**config.mk**
```make
export PLATFORM = sky130hd
export DESIGN_NAME = event_order_monitor
export DESIGN_NICKNAME = d
export VERILOG_FILES = /design/src/rtl/event_order_monitor.sv
export SDC_FILE = /design/constraint.sdc
export NUM_CORES = 1
export LEC_CHECK = 0
export CAP_MARGIN = 20
export CORE_MARGIN = 4
export CORE_UTILIZATION = 30
export DETAILED_ROUTE_END_ITERATION = 10
export GPL_TIMING_DRIVEN = 0
export PLACE_DENSITY_LB_ADDON = 0.25
export SYNTH_ARGS = -nofsm -noshare
export SYNTH_HDL_FRONTEND = slang
export SYNTH_SLANG_ARGS = --single-unit
```
**constraint.sdc**
```tcl
create_clock -name clk -period 4.66 [get_ports clk]
set_clock_uncertainty 0.15 [all_clocks]
set_input_delay 0.699 -clock clk [delete_from_list [all_inputs] [get_ports clk]]
set_output_delay 0.699 -clock clk [all_outputs]
set_load 0.02 [all_outputs]
```
**src/rtl/event_order_monitor.sv**
```systemverilog
// Ordered event-bus monitor: consumes event lines 0..N-1 in ascending order and flags stale, out-of-order or missing events.
// Optional `EVENT_MON_LATCH_EN: early events are latched into a pending vector instead of failing.
module event_order_monitor #(
    parameter int unsigned N       = 100,
    parameter int unsigned TIMEOUT = 16,
    parameter int unsigned IDXW    = $clog2(N)
) (
    input  logic            clk,
    input  logic            rst,
    input  logic            start,
    input  logic [N-1:0]    events,
    output logic [IDXW-1:0] waiting_idx,
    output logic            matched,
    output logic [IDXW-1:0] matched_idx,
    output logic            done,
    output logic            fail,
    output logic [1:0]      err_code,
    output logic [IDXW-1:0] err_idx
);

    localparam int unsigned TCW = (TIMEOUT > 0) ? $clog2(TIMEOUT + 1) : 1;
    localparam bit          TO_EN = (TIMEOUT != 0);
    localparam logic [TCW-1:0] TC_MAX = '1;

    localparam logic [1:0] IDLE  = 2'd0;
    localparam logic [1:0] WAIT  = 2'd1;
    localparam logic [1:0] DONE  = 2'd2;
    localparam logic [1:0] FAIL  = 2'd3;

    localparam logic [1:0] ERR_NONE    = 2'd0;
    localparam logic [1:0] ERR_UNEXP   = 2'd1;
    localparam logic [1:0] ERR_TIMEOUT = 2'd2;

    logic [1:0]      state_q, state_d;
    logic [IDXW-1:0] exp_q, exp_d;
    logic [TCW-1:0]  tcnt_q, tcnt_d;
    logic            matched_q, matched_d;
    logic [IDXW-1:0] matched_idx_q, matched_idx_d;
    logic            done_q, done_d;
    logic            fail_q, fail_d;
    logic [1:0]      err_code_q, err_code_d;
    logic [IDXW-1:0] err_idx_q, err_idx_d;
`ifdef EVENT_MON_LATCH_EN
    logic [N-1:0]    pending_q, pending_d;
`endif

    logic [N-1:0]    cand;
    logic            bad_found;
    logic [IDXW-1:0] bad_idx;
    logic            arm;

    // Candidate set and lowest-index search for bits that violate ordering.
    always_comb begin
`ifdef EVENT_MON_LATCH_EN
        cand = events | pending_q;
`else
        cand = events;
`endif
        bad_found = 1'b0;
        bad_idx   = '0;
        for (int i = int'(N) - 1; i >= 0; i--) begin
`ifdef EVENT_MON_LATCH_EN
            if (cand[i] && (IDXW'(i) < exp_q)) begin
`else
            if (cand[i] && (IDXW'(i) != exp_q)) begin
`endif
                bad_found = 1'b1;
                bad_idx   = IDXW'(i);
            end
        end
    end

    always_comb begin
        state_d       = state_q;
        exp_d         = exp_q;
        tcnt_d        = tcnt_q;
        matched_d     = 1'b0;
        matched_idx_d = matched_idx_q;
        done_d        = done_q;
        fail_d        = fail_q;
        err_code_d    = err_code_q;
        err_idx_d     = err_idx_q;
`ifdef EVENT_MON_LATCH_EN
        pending_d     = pending_q;
`endif
        arm           = 1'b0;

        case (state_q)
            IDLE, DONE, FAIL: begin
                arm = start;
            end
            WAIT: begin
                if (bad_found) begin
                    state_d    = FAIL;
                    fail_d     = 1'b1;
                    err_code_d = ERR_UNEXP;
                    err_idx_d  = bad_idx;
                end else if (cand[exp_q]) begin
                    matched_d     = 1'b1;
                    matched_idx_d = exp_q;
                    tcnt_d        = '0;
`ifdef EVENT_MON_LATCH_EN
                    pending_d        = cand;
                    pending_d[exp_q] = 1'b0;
`endif
                    if (exp_q == IDXW'(N - 1)) begin
                        state_d = DONE;
                        done_d  = 1'b1;
                    end else begin
                        exp_d = exp_q + IDXW'(1);
                    end
                end else begin
`ifdef EVENT_MON_LATCH_EN
                    pending_d = cand;
`endif
                    // Saturating wait counter; only compared when the timeout is enabled.
                    if (tcnt_q != TC_MAX) begin
                        tcnt_d = tcnt_q + TCW'(1);
                    end
                    if (TO_EN && (tcnt_d == TCW'(TIMEOUT))) begin
                        state_d    = FAIL;
                        fail_d     = 1'b1;
                        err_code_d = ERR_TIMEOUT;
                        err_idx_d  = exp_q;
                    end
                end
            end
            default: state_d = IDLE;
        endcase

        // Arming WAIT starts a fresh sequence and clears any sticky status.
        if (arm) begin
            state_d    = WAIT;
            exp_d      = '0;
            tcnt_d     = '0;
            done_d     = 1'b0;
            fail_d     = 1'b0;
            err_code_d = ERR_NONE;
            err_idx_d  = '0;
`ifdef EVENT_MON_LATCH_EN
            pending_d  = '0;
`endif
        end
    end

    always_ff @(posedge clk) begin
        if (rst) begin
            state_q       <= IDLE;
            exp_q         <= '0;
            tcnt_q        <= '0;
            matched_q     <= 1'b0;
            matched_idx_q <= '0;
            done_q        <= 1'b0;
            fail_q        <= 1'b0;
            err_code_q    <= ERR_NONE;
            err_idx_q     <= '0;
`ifdef EVENT_MON_LATCH_EN
            pending_q     <= '0;
`endif
        end else begin
            state_q       <= state_d;
            exp_q         <= exp_d;
            tcnt_q        <= tcnt_d;
            matched_q     <= matched_d;
            matched_idx_q <= matched_idx_d;
            done_q        <= done_d;
            fail_q        <= fail_d;
            err_code_q    <= err_code_d;
            err_idx_q     <= err_idx_d;
`ifdef EVENT_MON_LATCH_EN
            pending_q     <= pending_d;
`endif
        end
    end

    // exp is cleared on reset and on every arm, so it doubles as the awaited-index output.
    assign waiting_idx = exp_q;
    assign matched     = matched_q;
    assign matched_idx = matched_idx_q;
    assign done        = done_q;
    assign fail        = fail_q;
    assign err_code    = err_code_q;
    assign err_idx     = err_idx_q;

endmodule

```
Word-level counts from Yosys, hierarchy flattened --
Cells that the tools add are included.
Cells by class: $add $sub $neg 2, magnitude comparators 1, eq/ne operators 108, multiplexer cells 224, bitwise operators 3, reduce and logical (&&, ||, !) cells 116
Operator list (number):
- two-way mux 7 bit | 103
- != test 7 bit (first input constant) | 36
- != test 6 x 7 -> 1 bit (first input constant) | 32
- != test 5 x 7 -> 1 bit (first input constant) | 16
- two-way mux 1 bit | 108
- logical AND 1 bit | 100
- != test 4 x 7 -> 1 bit (first input constant) | 8
- != test 3 x 7 -> 1 bit (first input constant) | 4
- two-way mux 5 bit | 5
- two-way mux 2 bit | 7
- != test 2 x 7 -> 1 bit (first input constant) | 2
- AND reduction 3 bit | 4
- < comparator 7 x 8 -> 1 bit (second input constant) | 1
- AND reduction 4 bit | 2
- adder 7 x 1 -> 7 bit (second input constant) | 1
- binary-select mux 1 bit (select 7 bit) | 1
- == test 7 bit (second input constant) | 1
- != test 1 x 7 -> 1 bit (first input constant) | 1
- nonzero test 7 bit | 1
- OR reduction 3 bit | 2
- adder 5 x 1 -> 5 bit (second input constant) | 1
- == test 5 bit (second input constant) | 1
- != test 5 bit (second input constant) | 1
- == test 2 bit (second input constant) | 2
- 11 further kinds | 14
Storage, ports and cells: flip-flop bits (word level) 33, bits of input ports 103, output and inout port bits 26, word-level logic and storage cells 464

Longest topological paths before layout --
Gate-level depths: netlist of run 1.
depth after elaboration 110, mapped depth 16, mapped depth without buffers 10

Worst setup path before layout of run 1 --
No wires, ideal clock.
kind register to register, start register exp_q[1], in the netlist waiting_idx[1], end register err_idx_q[0], in the netlist err_idx[0], library setup time 0.074 ns, data arrival time 3.633 ns, data required time 4.436 ns, path slack 0.803 ns, cell stages (with the launch flop) 14, buffers on the path 3, clock period less this slack 3.857 ns, cells stage by stage dfxtp_1 buf_2 buf_2 buf_2 inv_1 ha_1 or3b_1 o21ai_1 nand4_1 nor4b_4 nand4_4 or4_4 o211a_1 o22ai_2
Between the ends: cells in the longest elaborated chain, start to end 104, elaborated cells between the ends (all ways) 406, those cells by class eq/ne: 100; mux: 203; reduce/logical: 103
Ends and longest elaborated chain:
- start, declared | RTL line 35 | logic [IDXW-1:0] exp_q, exp_d;
- start signal, assigned | RTL line 162 | exp_q <= exp_d;
- != test 7 bit | RTL line 65 | if (cand[i] && (IDXW'(i) != exp_q)) begin
- logical AND 1 bit | RTL line 65
- two-way mux 1 bit (100 in series) | RTL line 65
- != test 2 bit (no source line) or nonzero test 2 bit (tied branches)
- AND reduction 3 bit (no source line)
- end signal, assigned | RTL line 169 | err_idx_q <= err_idx_d;
- end, declared | RTL line 42 | logic [IDXW-1:0] err_idx_q, err_idx_d;
Parallel ways exist; a longest one is shown, timed or not. The select of a mux whose other input is x is not followed. A chain may end at the register's enable or synchronous reset.

Final worst setup path of run 1 --
start register exp_q[0], in the netlist waiting_idx[0], end register exp_q[1], in the netlist waiting_idx[1]
Between the ends: cells in the longest elaborated chain, start to end 104, elaborated cells between the ends (all ways) 307, those cells by class add/sub: 1; eq/ne: 100; mux: 102; bitwise: 2; reduce/logical: 102
Ends and longest elaborated chain (RTL line):
- != test 7 bit | 65
- logical AND 1 bit | 65
- two-way mux 1 bit (100 in series) | 65
- inverter 1 bit (no source line)
- AND reduction 4 bit (no source line)
Parallel ways exist; a longest one is shown, timed or not. The select of a mux whose other input is x is not followed.

==> results of run 1 <==
Yosys cell counts (all sizes together) (4+ instances only):
cell type / count / area (um^2)
a31oi: 14 / 87.6
nand2b: 11 / 68.8
a21oi: 27 / 135
inv: 12 / 45.0
ha: 5 / 62.6
clkbuf: 16 / 60.1
nor2b: 5 / 31.3
nor3: 11 / 60.1
dfxtp: 33 / 661
nor2: 38 / 143
o21ai: 115 / 579
mux2i: 30 / 300
and4: 5 / 43.8
xnor2: 4 / 35.0
o21a: 29 / 218
o211ai: 18 / 135
a22oi: 7 / 52.6
or2: 5 / 31.3
o31a: 4 / 35.0
or4: 9 / 71.3
nor4: 13 / 109
o2111ai: 4 / 35.0
nand3: 18 / 90.1
nand4b: 9 / 97.6
nand2: 47 / 176
mux4: 17 / 383
nand4bb: 9 / 101
nand4: 37 / 259
or3b: 5 / 43.8
nor4b: 6 / 82.6
nand3b: 9 / 71.3
buf: 29 / 210
a211oi: 16 / 125
o31ai: 8 / 60.1
cells in the final DEF, fill, tap and decap left out, types with 27 or more instances in the layout:
cell,n
clkdlybuf4s50_1,128
o21ai_0,68
nand2_1,47
nor2_1,37
o21ai_1,37
nand4_1,34
dfxtp_1,33
mux2i_1,30
o21a_1,29
a21oi_1,27
power by group through the flow:
stage | combinational (mW) | sequential [mW] | clock (mW)
final | 0.291 | 0.288 | 0.360
after global routing | 0.308 | 0.289 | 0.379
after CTS | 0.276 | 0.288 | 0.366
after detailed placement | 0.273 | 0.294 | 0
after global placement | 0.275 | 0.294 | 0
after floorplan | 0.124 | 0.297 | 0
kinds of logic (layout without fill, tap and decap cells):
logic type | count (synthesis) | after routing | share of synthesized area, %
mux | 50 | 50 | 13.9
simple gates | 252 | 252 | 31.0
fa+ha+maj | 5 | 5 | 1.21
xor+xnor | 6 | 6 | 1.02
buf+inv | 57 | 204 | 6.10
flops | 33 | 33 | 12.8
compound gates | 274 | 274 | 34.0
routing by layer:
metal	vias to the layer above	track usage (%)	part of all wire, %
li1	3019	-	-
met1	3194	33.3	42
met2	530	34.9	42
met3	64	7.79	13
met4	0	8.19	3.7
met5	-	0	0
per-stage QoR:
stage	cells	power (mW)	setup WS [ns]	hold slack [ns]
detailed placement	1025	0.567	-0.393	0.312
CTS	1032	0.931	0.00398	0.324
global route	1044	0.976	-0.0276	0.348
global placement	1025	0.569	-0.400	0.304
finish	1044	0.940	0.159	0.316
floorplan	677	0.421	0.803	0.297
flip-flops by register name (all words and copies together) (netlist names):
signal,cells
done,1
err_code,2
err_idx,7
fail,1
matched,1
matched_idx,7
state_q,2
tcnt_q,5
waiting_idx,7
area by class of cell:
class,count,area (um^2)
Fill cell,1711,9620
Clock buffer,5,125
Buffer,43,263
Multi-Input combinational cell,587,4290
Timing Repair Buffer,142,1380
Tap cell,220,275
Sequential cell,33,661
Inverter,12,45.0
Clock inverter,2,35.0
worst reg2reg max path: cells and delay by family (launching register included):
family / cells / cell delay, ns
AND/OR/NAND/NOR: 5 / 1.74
AO/OA/AOI/OAI: 3 / 0.53
buffers and inverters: 6 / 1.40
adder cells (fa/ha/maj): 1 / 0.17
flip-flops: 1 / 0.39
worst paths after layout:
| path | startpoint | depth (start not counted) | to |
|---|---|---|---|
| setup reg to reg | waiting_idx[0] | 15 | waiting_idx[1] |
| hold / removal | fail | 1 | fail |
| hold reg to reg | fail | 1 | fail |
| setup / recovery | waiting_idx[0] | 15 | waiting_idx[1] |
what timing repair did:
item / CTS / global route
setup buffers: 0 / 13
setup endpoints to repair: 30 / 33
pin swaps: 2 / 7
resized for setup: 16 / 38
==> results.yml, run 1 <==
critical_path:
  slowest_delay_ns: 0.49
  critPathTopFamily: "simple AND/OR/NAND/NOR gates"
  cp_common_cell: "buf_2"
  worstPathRequired_ns: 4.64
  ff2ff_setup_slack_ns: 0.16
  cp.arrival_ns: 4.48
  critPathLaunchType: "flop"
  worstSetupEndpointType: "flop"
  path_max_fanout: 10
  crit_path_cell_trace: "buf_2 -> buf_6 -> buf_2 -> inv_1 -> ha_1 -> buf_2 -> nand4b_2 -> o21ai_1 -> nand4_1 -> nor4_4 -> nand4_1 -> buf_2 -> or3_1 -> o21ai_0 -> a21oi_1"
  crit_buf_inv: 6
  slowest_stage: "nor4_4"
  critical_path_class: "flop to flop"
route:
  drt_iter0_markers: 826
  dr.pass1.iters: 7
  drtAntennaViolNets: 0
  drcViolationCount: 0
  routed_wl_mm: 24.9
  wl_per_cell_um: 23.9
  vias: 6807
  vias_per_cell: 6.52
yosys:
  synth_seq_cells: 33
  synth.avg_cell_area_um2: 7.63
  yosysWarnings: 0
  synth-main-ff-cell: "dfxtp_1"
  synth_cells: 677
  ys_types: 82
  synth_edf_count: 0
  synth_seq_area_share_pct: 12.8
  synth.net_count: 785
  synth-async-reset-ratio_pct: 0
  syn_area_um2: 5160
timing:
  tightest_slew_ns: 0.985
  fmax_ghz: 0.222
  period_minus_slack_ns: 4.50
  setup_violations: 0
  period_share_pct: 96.6
  final_hold_viol_count: 0
  fin_setup_tns_ns: 0
  timing.slew.headroom_pct: 34.3
  maxSlewViolCount: 0
place:
  placed_area_um2: 6720
  dp_hpwl_mm: 19.6
  io_buffers: 128
  gp_congestion: 1.03
clocking:
  clock_sink_count: 33
  clk_pin_slew_ns: 0.05
  cts_buffers: 5
  ctsHoldBuffers: 0
  cts_tree: "built"
  insertion_delay_ns: 0.27
  clk_path_buf_depth: 2
  h-tree-depth: 2
  cts_root_buffer: "clkbuf_16"
pwr:
  intPower_mw: 0.678
  power_frac_comb_pct: 31.0
  p_switching_mw: 0.262
  leakage_nw: 2.17
  seqPwrFrac_pct: 30.7
  swShare_pct: 27.8
  peakVddDrop_mv: 0.146
  p_per_area_nw_per_um2: 133
  clockPowerShare_pct: 38.3
final_layout:
  synthToLayoutAreaGrowth_pct: 37.1
  layout.core_utilization_pct: 42.4
  drive_gt1_share_pct: 13.5
  num_antenna_cells: 0
  final_area_um2: 7080
  fin_nets: 932
min_path:
  min_path_type: "flop to flop"
run:
  cap_violations: 0
floorplan:
  ioPinCount: 129
  die_h_um: 139
  fp.dieW_um: 139
  rows: 47
  core_um2: 16700
  die_area_um2: 19400
  initial_core_util_pct: 30.9
global_route:
  grt_start_max_net_pins: 11
  grt_overflow: 0
  grt_usage_pct: 23.9
  grt_pass1_wl_mm: 36.6
  antenna_found_initial: 0
  grt_pass1_vias: 6191
status:
  status: "complete, no violations"
Power figures use the tool's default switching activity.
==> inputs of run 2 (changes only) <==
Settings changed: CAP_MARGIN 20 to default.
==> run 2 against run 1 <==
Register-to-register slack is essentially flat. Maximum frequency up 0.16%. Clock power about the same. Cell count fell by 0.19%. Power is 0.14% lower. Largest cell class unchanged. Non-clock buffer count is 2 lower.
==> results.yml, run 2 (same netlist as run 1, synthesis figures left out) <==
timing:
  final_hold_viol_count: 0
  period_share_pct: 96.4
  setup_violations: 0
  holdWs_ns: 0.316
  period_minus_slack_ns: 4.49
  fin_setup_tns_ns: 0
  fmax_ghz: 0.223
  maxSlewViolCount: 0
  setup_ws_ns: 0.166
  grt_setup_unrepaired: "no"
  tightest_slew_ns: 0.972
  timing.slew.headroom_pct: 35.2
floorplan:
  initial_core_util_pct: 30.9
  ioPinCount: 129
  die_h_um: 139
  core_um2: 16700
  fp.dieW_um: 139
  rows: 47
  die_area_um2: 19400
clocking:
  clk_path_buf_depth: 2
  cts_root_buffer: "clkbuf_16"
  cts_tree: "built"
  h-tree-depth: 2
  clk_pin_slew_ns: 0.05
  cts_buffers: 5
  clock_sink_count: 33
  ctsHoldBuffers: 0
  insertion_delay_ns: 0.27
route:
  drcViolationCount: 0
  dr.pass1.iters: 6
  routed_wl_mm: 24.9
  vias: 6803
  drt_iter0_markers: 764
  vias_per_cell: 6.53
  wl_per_cell_um: 23.9
  drtAntennaViolNets: 0
place:
  gp_congestion: 1.03
  pre_cts_slack_ns: -0.393
  placed_area_um2: 6720
  dp_hpwl_mm: 19.6
  dp.cells: 1025
  io_buffers: 128
final_layout:
  fin_cells: 1042
  n_fill_cell: 1708
  seqCellArea_um2: 661
  mostFrequentLayoutCells: "clkdlybuf4s50_1 (128), o21ai_0 (63), nand2_1 (47), o21ai_1 (42), nor2_1 (37)"
  layout.core_utilization_pct: 42.4
  multiInputGateArea_um2: 4300
  drive_gt1_share_pct: 13.4
  final_area_um2: 7080
  mostFrequentLayoutCell: "clkdlybuf4s50_1"
  synthToLayoutAreaGrowth_pct: 37.0
  fin_nets: 930
  num_antenna_cells: 0
pwr:
  seqPwrFrac_pct: 30.7
  intPower_mw: 0.678
  peakVddDrop_mv: 0.145
  clockPowerShare_pct: 38.4
  swShare_pct: 27.8
  leakage_nw: 2.17
  p_switching_mw: 0.261
  p_per_area_nw_per_um2: 133
  power_frac_comb_pct: 30.9
  p_total_mw: 0.939
critical_path:
  r2r_start: "waiting_idx[0]"
  path_max_fanout: 10
  cp_common_cell: "buf_2"
  crit_start: "waiting_idx[0]"
  critical_path_class: "flop to flop"
  slowest_stage: "or4_4"
  cp.arrival_ns: 4.54
  worstSetupEndpointType: "flop"
  crit_path_cell_trace: "buf_2 -> buf_6 -> buf_2 -> inv_1 -> ha_2 -> nand2_1 -> o31ai_2 -> nand4_1 -> nor4_4 -> buf_4 -> nand4_4 -> or4_4 -> o211a_1 -> o22ai_2"
  r2r_cells: 14
  worstPathRequired_ns: 4.71
  critPathLaunchType: "flop"
  slowest_delay_ns: 0.58
min_path:
  min_path_type: "flop to flop"
  hold_path_depth: 1
  min_from: "fail"
global_route:
  grt_usage_pct: 23.9
  grt_pass1_wl_mm: 36.6
  grt_overflow: 0
  grt_start_max_net_pins: 11
  antenna_found_initial: 0
  grt_pass1_vias: 6191
status:
  status: "complete, no violations"
run:
  cap_violations: 0
## run 2: cell types whose count changed in the layout (fill, tap and decap cells not counted)
cell	previous run	this run
o21ai_0	68	63
o21ai_1	37	42
buf_2	13	10
clkbuf_4	1	3
buf_4	15	14
nor4_1	7	6
nor4_2	4	5
## run 2: timing repair
action	CTS	global route
buffers inserted	0	11
pin swaps	2	7
setup endpoints to repair	30	33
gates resized for setup	16	48
## run 2: routing by layer
layer  track usage, %  vias to the layer above  routed length [um]
met1             33.3                     3184               10400
li1                 -                     3028                   -
met3             7.79                       79                3160
met5                0                        -                   0
met2             34.9                      512               10300
met4             8.19                        0                1010
## run 2: path summary, 6_finish.rpt
kind                              endpoint  slack, ns
worst max-delay path            err_idx[0]       0.17
worst min-delay path                  fail       0.32
worst max register to register  err_idx[0]       0.17
worst min register to register        fail       0.32
## run 2: area by class of cell
type                       instances  share of cell area (%)
clock buffer                       5                    1.77
sequential                        33                    9.33
inverter                          12                   0.636
clock inverter                     2                   0.495
timing repair buffer             139                    19.3
multi-input combinational        587                    60.7
buffer                            44                    3.89
tap                              220                    3.89
## run 2: power groups by stage
stage / clock [mW] / combinational, mW / sequential [mW]
final: 0.360 / 0.290 / 0.288
after global routing: 0.379 / 0.307 / 0.289
after CTS: 0.366 / 0.276 / 0.288
after detailed placement: 0 / 0.273 / 0.294
after global placement: 0 / 0.275 / 0.294
after floorplan: 0 / 0.124 / 0.297
## run 2: critical path, delay by kind of cell, from the launching register on
kind,cells,cell delay (ns)
compound gates,3,0.75
fa+ha+maj,1,0.35
buf+inv,5,1.01
flops,1,0.39
simple gates,5,1.73
